==> config.mk <==
export PLATFORM = sky130hd
export DESIGN_NAME = mem_arbiter
export DESIGN_NICKNAME = d
export VERILOG_FILES = /design/src/rtl/mem_arbiter.sv
export SDC_FILE = /design/constraint.sdc
export NUM_CORES = 1
export LEC_CHECK = 0
export ABC_AREA = 1
export BUFFER_PORTS_ARGS = -buffer_cell sky130_fd_sc_hd__buf_2
export CAP_MARGIN = 30
export CORE_AREA = 2 2 102 104
export CTS_CLUSTER_DIAMETER = 80
export DETAILED_ROUTE_END_ITERATION = 10
export DIE_AREA = 0 0 104 106
export PLACE_DENSITY_LB_ADDON = 0.2
export SLEW_MARGIN = 25
export SYNTH_ARGS = -nofsm -noshare
export SYNTH_HDL_FRONTEND = slang
export SYNTH_SLANG_ARGS = --single-unit
==> constraint.sdc <==
create_clock -name CLK -period 1.75 [get_ports CLK]
set_input_delay 0.4375 -clock CLK [delete_from_list [all_inputs] [get_ports CLK]]
set_output_delay 0.4375 -clock CLK [all_outputs]
set_load 0.1 [all_outputs]
==> src/rtl/mem_arbiter.sv <==
// Single-port RAM arbiter between the icache and dcache. One transaction is in flight at a time.
// dcache has fixed priority, and a bounded streak counter guarantees that icache makes progress.
module mem_arbiter #(
  parameter int ADDR_W       = 32,
  parameter int DATA_W       = 32,
  parameter int MAX_D_STREAK = 4
) (
  input  logic              CLK,
  input  logic              nRST,
  input  logic              iREN,
  input  logic [ADDR_W-1:0] iaddr,
  output logic              iwait,
  output logic [DATA_W-1:0] iload,
  input  logic              dREN,
  input  logic              dWEN,
  input  logic [ADDR_W-1:0] daddr,
  input  logic [DATA_W-1:0] dstore,
  output logic              dwait,
  output logic [DATA_W-1:0] dload,
  output logic              ramREN,
  output logic              ramWEN,
  output logic [ADDR_W-1:0] ramaddr,
  output logic [DATA_W-1:0] ramstore,
  input  logic [DATA_W-1:0] ramload,
  input  logic [1:0]        ramstate
);

  localparam int SW = $clog2(MAX_D_STREAK) + 1;
  localparam logic [SW-1:0] STREAK_MAX = SW'(MAX_D_STREAK);
  localparam logic [1:0] RAM_ACCESS = 2'd2;

  typedef enum logic [1:0] {IDLE, DGRANT, IGRANT} state_t;

  state_t        state, state_nxt, arb_state;
  logic [SW-1:0] streak, streak_nxt;
  logic          dreq, ireq, access;

  assign dreq   = dREN | dWEN;
  assign ireq   = iREN;
  assign access = (ramstate == RAM_ACCESS);
  assign iload  = ramload;
  assign dload  = ramload;

  always_ff @(posedge CLK or negedge nRST) begin
    if (!nRST) begin
      state  <= IDLE;
      streak <= '0;
    end else begin
      state  <= state_nxt;
      streak <= streak_nxt;
    end
  end

  always_comb begin
    streak_nxt = streak;
    if (!ireq)
      streak_nxt = '0;
    else if (state == DGRANT && access)
      streak_nxt = (streak == STREAK_MAX) ? streak : streak + 1'b1;
    else if (state == IGRANT && access)
      streak_nxt = '0;
  end

  // Arbitrate on the post-update streak so that the MAX_D_STREAK-th dcache completion hands over directly
  always_comb begin
    if (ireq && (streak_nxt == STREAK_MAX || !dreq))
      arb_state = IGRANT;
    else if (dreq)
      arb_state = DGRANT;
    else
      arb_state = IDLE;
  end

  always_comb begin
    state_nxt = state;
    iwait     = 1'b1;
    dwait     = 1'b1;
    ramREN    = 1'b0;
    ramWEN    = 1'b0;
    ramaddr   = '0;
    ramstore  = '0;
    case (state)
      IDLE: state_nxt = arb_state;
      DGRANT: begin
        ramaddr  = daddr;
        ramstore = dstore;
        ramWEN   = dWEN;
        ramREN   = dREN & ~dWEN;
        dwait    = ~access;
        if (access)     state_nxt = arb_state;
        else if (!dreq) state_nxt = IDLE;
      end
      IGRANT: begin
        ramaddr = iaddr;
        ramREN  = 1'b1;
        iwait   = ~access;
        if (access)     state_nxt = arb_state;
        else if (!ireq) state_nxt = IDLE;
      end
      default: state_nxt = IDLE;
    endcase
  end

endmodule

Yosys cells after proc, flatten, opt, wreduce, memory -nomap -nowiden
Index checks and enable logic that the tools add are counted.
Word-level totals
  register bits: 5
  bits of input ports: 135
  logic and storage cells: 38
Cells by class
  multiplexer cells: 17
  eq/ne operators: 7
  bitwise logic cells: 4
  reductions and logical operators: 7
  add/subtract/negate cells: 1
Operators by type and width (count)
  $pmux 32 s2: 1
  $mux 32: 1
  $mux 3: 4
  $mux 2: 5
  $eq 3x3->1 const B: 2
  $ne 3x3->1 const B: 2
  $pmux 2 s3: 1
  $eq 2x2->1 const B: 2
  $mux 1: 4
  $add 3x1->3 const B: 1
  $logic_and 1x1->1: 3
  $eq 2x1->1 const B: 1
  $logic_not 2->1: 1
  $not 1->1: 2
  $pmux 1 s2: 1
  $reduce_and 2->1: 1
  $and 1x1->1: 1
  $logic_not 1->1: 1
  $logic_or 1x1->1: 1
  $or 1x1->1: 1

Logic depth before layout (Yosys ltp)
  depth in word-level cells: 11
  mapped depth: 12

Least setup slack after synthesis
OpenSTA, ideal clock, no wires.
  path type: register to output
  from: reg state[1]
  to: out ramaddr[10]
  arrival time: 2.595 ns
  data required time: 1.312 ns
  buffers on the path: 2
  path slack: -1.283 ns
  cell stages (with the launch flop): 7
  cells stage by stage: dfrtp_1 -> inv_1 -> ha_1 -> buf_4 -> buf_4 -> nand2_1 -> a21oi_1
Between the ends
  cells in the longest elaborated chain, start to end: 2
  elaborated cells on any way between the ends: 3
RTL lines
  start, declared: line 34  | state_t state, state_nxt, arb_state;
  start signal, assigned: line 49  | state <= state_nxt;
  $eq 2x2->1 or $eq 2x1->1 (tied branches): line 82  | case (state)
  $pmux 32 s2 *: line 82
  end, declared: line 22  | output logic [ADDR_W-1:0] ramaddr,
Mark *: on every way between the ends. The rest lies on a longest branch, timed or not.

Worst setup path after layout
  from: reg state[0]
  to: out ramaddr[2]
The elaborated chain is that of the path after synthesis.

==> summary.txt <==
Layout
  – Nets: 578
  – ANT cells: 0
  – Synth-to-Final Area Change: 174.5%
  – Post-Layout Cell Count: 572
  – Layout cells sized above 1: 78.67%

Synth
  – Cells after synthesis: 304
  – Synth warnings: 0
  – Yosys reg bits: 5
  – Area of the mapped netlist: 1662 sq um
  – Yosys cell types: 22
  – Mean area per synthesized cell: 5.466 sq um
  – Sequential fraction of the synthesis area: 7.530%
  – Post-synthesis net count: 445

Timing
  – Fin crit share: 116.0%
  – Worst Slack Setup Final: -0.2799 ns
  – Slew HR: 87.25%
  – Fin. Hold Viols: 0
  – Worst Clk Skew: 0.0008146 ns
  – Worst-Margin Slew: 0.1913 ns
  – Endpoints failing setup: 70
  – Slew Viols, Final: 0
  – Post-route minimum period: 2.030 ns
  – Fmax: 492.6 MHz
  – RSZ-0062 raised after global routing: yes

Floorplanning
  – Row Count: 37
  – Die width: 104 microns
  – Core area: 10000 sq um
  – Initial Util: 16.62%
  – Die footprint: 11020 sq um
  – Die H: 106 microns
  – Ports: 267

GRT
  – Aggregate global routing overflow: 0
  – Total GRT Usage: 14.00%
  – Antenna violations before repair: 1
  – Vias in the first global route: 2404
  – Largest net degree at the start of global routing: 20
  – First-pass GRT wire length: 12450 microns

Drt
  – Routed wire length: 7984 microns
  – Initial DRT Pass Iterations: 4
  – Residual DRC: 0
  – Iter 0 DRT Violations: 50
  – WL/cell: 13.96 microns
  – Via-per-instance ratio: 3.942
  – Post-route ant nets: 0
  – Vias: 2255

Setup path
  – CP Data Required Time: 1.31 ns
  – Crit end category: output port
  – FF-to-FF path depth: 13
  – CP max FO: 11
  – Worst R2R Setup Slack: -0.05 ns
  – Crit Reg-Reg Endpoint: state[0]$_DFFE_PN0P_
  – Startpoint types: register
  – R2R Path Start: state[1]$_DFFE_PN0P_
  – Crit Path Class: register to output port
  – Crit path DAT: 1.59 ns

CTS
  – Clock slew at reported path FFs: 0.04 ns
  – Depth of the CTS H-tree: 1
  – CTS tree: yes
  – Clock buffer depth: 2
  – CTS Buf Count: 3
  – Clock root cell: clkbuf_8
  – Clk sink count: 5
  – Clk Latency, worst-skew pair: 0.22 ns

Outcome
  – Failing checks: setup timing
  – Status: finished with violations

Min path
  – Worst hold path class: input port to async pin

Pwr
  – Pwr Density: 2229 nW/um^2
  – Maximum vdd ir drop: 0.7695 mV
  – Leak pwr: 1.947 nW

Placed design
  – Port bufs: 170
  – Placer Congestion: 0.7840
  – Setup WS pre-CTS: -0.1484 ns
  – Dpl cells: 550
  – HPWL Detailed: 6589 microns

Job
  – Max-cap viol count: 0
-- routing by layer --
layer	vias to the layer above	share of wire, %	track usage, %	wire length [microns]
met3	21	9.0	5.089	721
li1	1101	-	-	-
met1	1028	36	15.13	2881
met4	2	1.6	3.185	127
met2	103	53	26.03	4243
met5	-	0.13	0	10
-- power by group --
part	switching, mW	leakage, nW	internal, mW
clock network	0.0572	0.0228	0.156
logic	6.08	1.86	3.69
registers	0.0316	0.0669	0.145
-- stage by stage --
stage	setup TNS [ns]	power, mW	hold slack, ns	cell area, sq um	utilization, %
after floorplan	-13.11	6.745	0.1419	2391	-
after global placement	-3.181	8.966	0.2609	3995	39.95
after detailed placement	-4.031	9.007	0.2656	3995	39.95
after CTS	-16.20	9.905	0.03648	4373	43.73
after global routing	-19.97	10.54	0.03400	4562	45.62
final	-15.26	10.17	0.03021	4562	45.62
-- registers in the layout, indices dropped and copies added, names as in the netlist --
signal	cells
state	2
streak	3
-- Yosys cell counts --
cell type  number  share of area (%)
nor2_4          2                1.4
inv_2           2               0.45
nor2_2          2               0.75
a21oi_1        33                9.9
nand2_2         2               0.75
o21ai_1         2               0.60
nand3b_1        1               0.45
nand3_1         2               0.60
clkinv_1        1               0.23
clkbuf_1        7                1.6
nor2_1          6                1.4
buf_4          67                 30
ha_1            6                4.5
inv_1          44                9.9
nand3_2         2                1.2
dfrtp_1         5                7.5
o22ai_1         1               0.38
nand4_1         1               0.38
nand2_4         1               0.68
xor2_1          1               0.53
nand2_1       112                 25
buf_2           4                1.2
-- layout by cell type, fill, tap and decap left out, drive strengths merged --
cell        n
buf       204
o22ai       1
xor2        1
nand3b      1
nor2       10
a21oi      33
nand3       4
inv        13
clkinv      1
dfrtp       5
ha          6
nand2     115
clkinvlp   33
o21ai       2
nand4       1
clkbuf      6
-- cell families (layout without fill, tap and decap cells) --
kind of cell	count (synthesis)	count (layout)	share of synthesized area, %
and+or+nand+nor	131	131	32.83
buffers and inverters	125	257	43.67
AOI/OAI and AO/OA	36	36	10.92
adders and majority gates	6	6	4.518
DFF	5	5	7.530
xor gates and xnor gates	1	1	0.5272
-- critical path: stages (launching register included) --
cell and delay [ns]:
dfrtp_1 0.40, inv_2 0.08, ha_4 0.30, clkinv_8 0.08
buf_12 0.17, a21oi_4 0.14, buf_12 0.19
-- repair_timing --
item | 4_1_cts | 5_1_grt
gates resized for setup | 39 | 37
endpoints found under the setup margin | 70 | 70
gates cloned | 2 | 2
setup buffers | 14 | 1
pin swaps | 3 | 12
hold buffers | 0 | 0
-- final cells by class --
class	instances	area, sq um
clock buffer	4	45.04
tap	136	170.2
multi-input combinational	174	1531
timing repair buffer	206	2377
inverter	47	312.8
fill	993	5438
sequential	5	125.1
-- worst max path at each step --
stage | slack [ns] | cells after the start | startpoint | end
finish | -0.28 | 6 | state[0]$_DFFE_PN0P_ | ramaddr[2]
global route | -0.34 | 7 | state[1]$_DFFE_PN0P_ | ramaddr[13]
CTS | -0.29 | 6 | state[0]$_DFFE_PN0P_ | ramaddr[25]
detailed placement | -0.15 | 6 | state[0]$_DFFE_PN0P_ | ramaddr[28]
global placement | -0.12 | 6 | state[0]$_DFFE_PN0P_ | ramaddr[12]
floorplan | -0.29 | 5 | state[0]$_DFFE_PN0P_ | ramREN
Note: power is estimated with default switching activity, not from simulation.
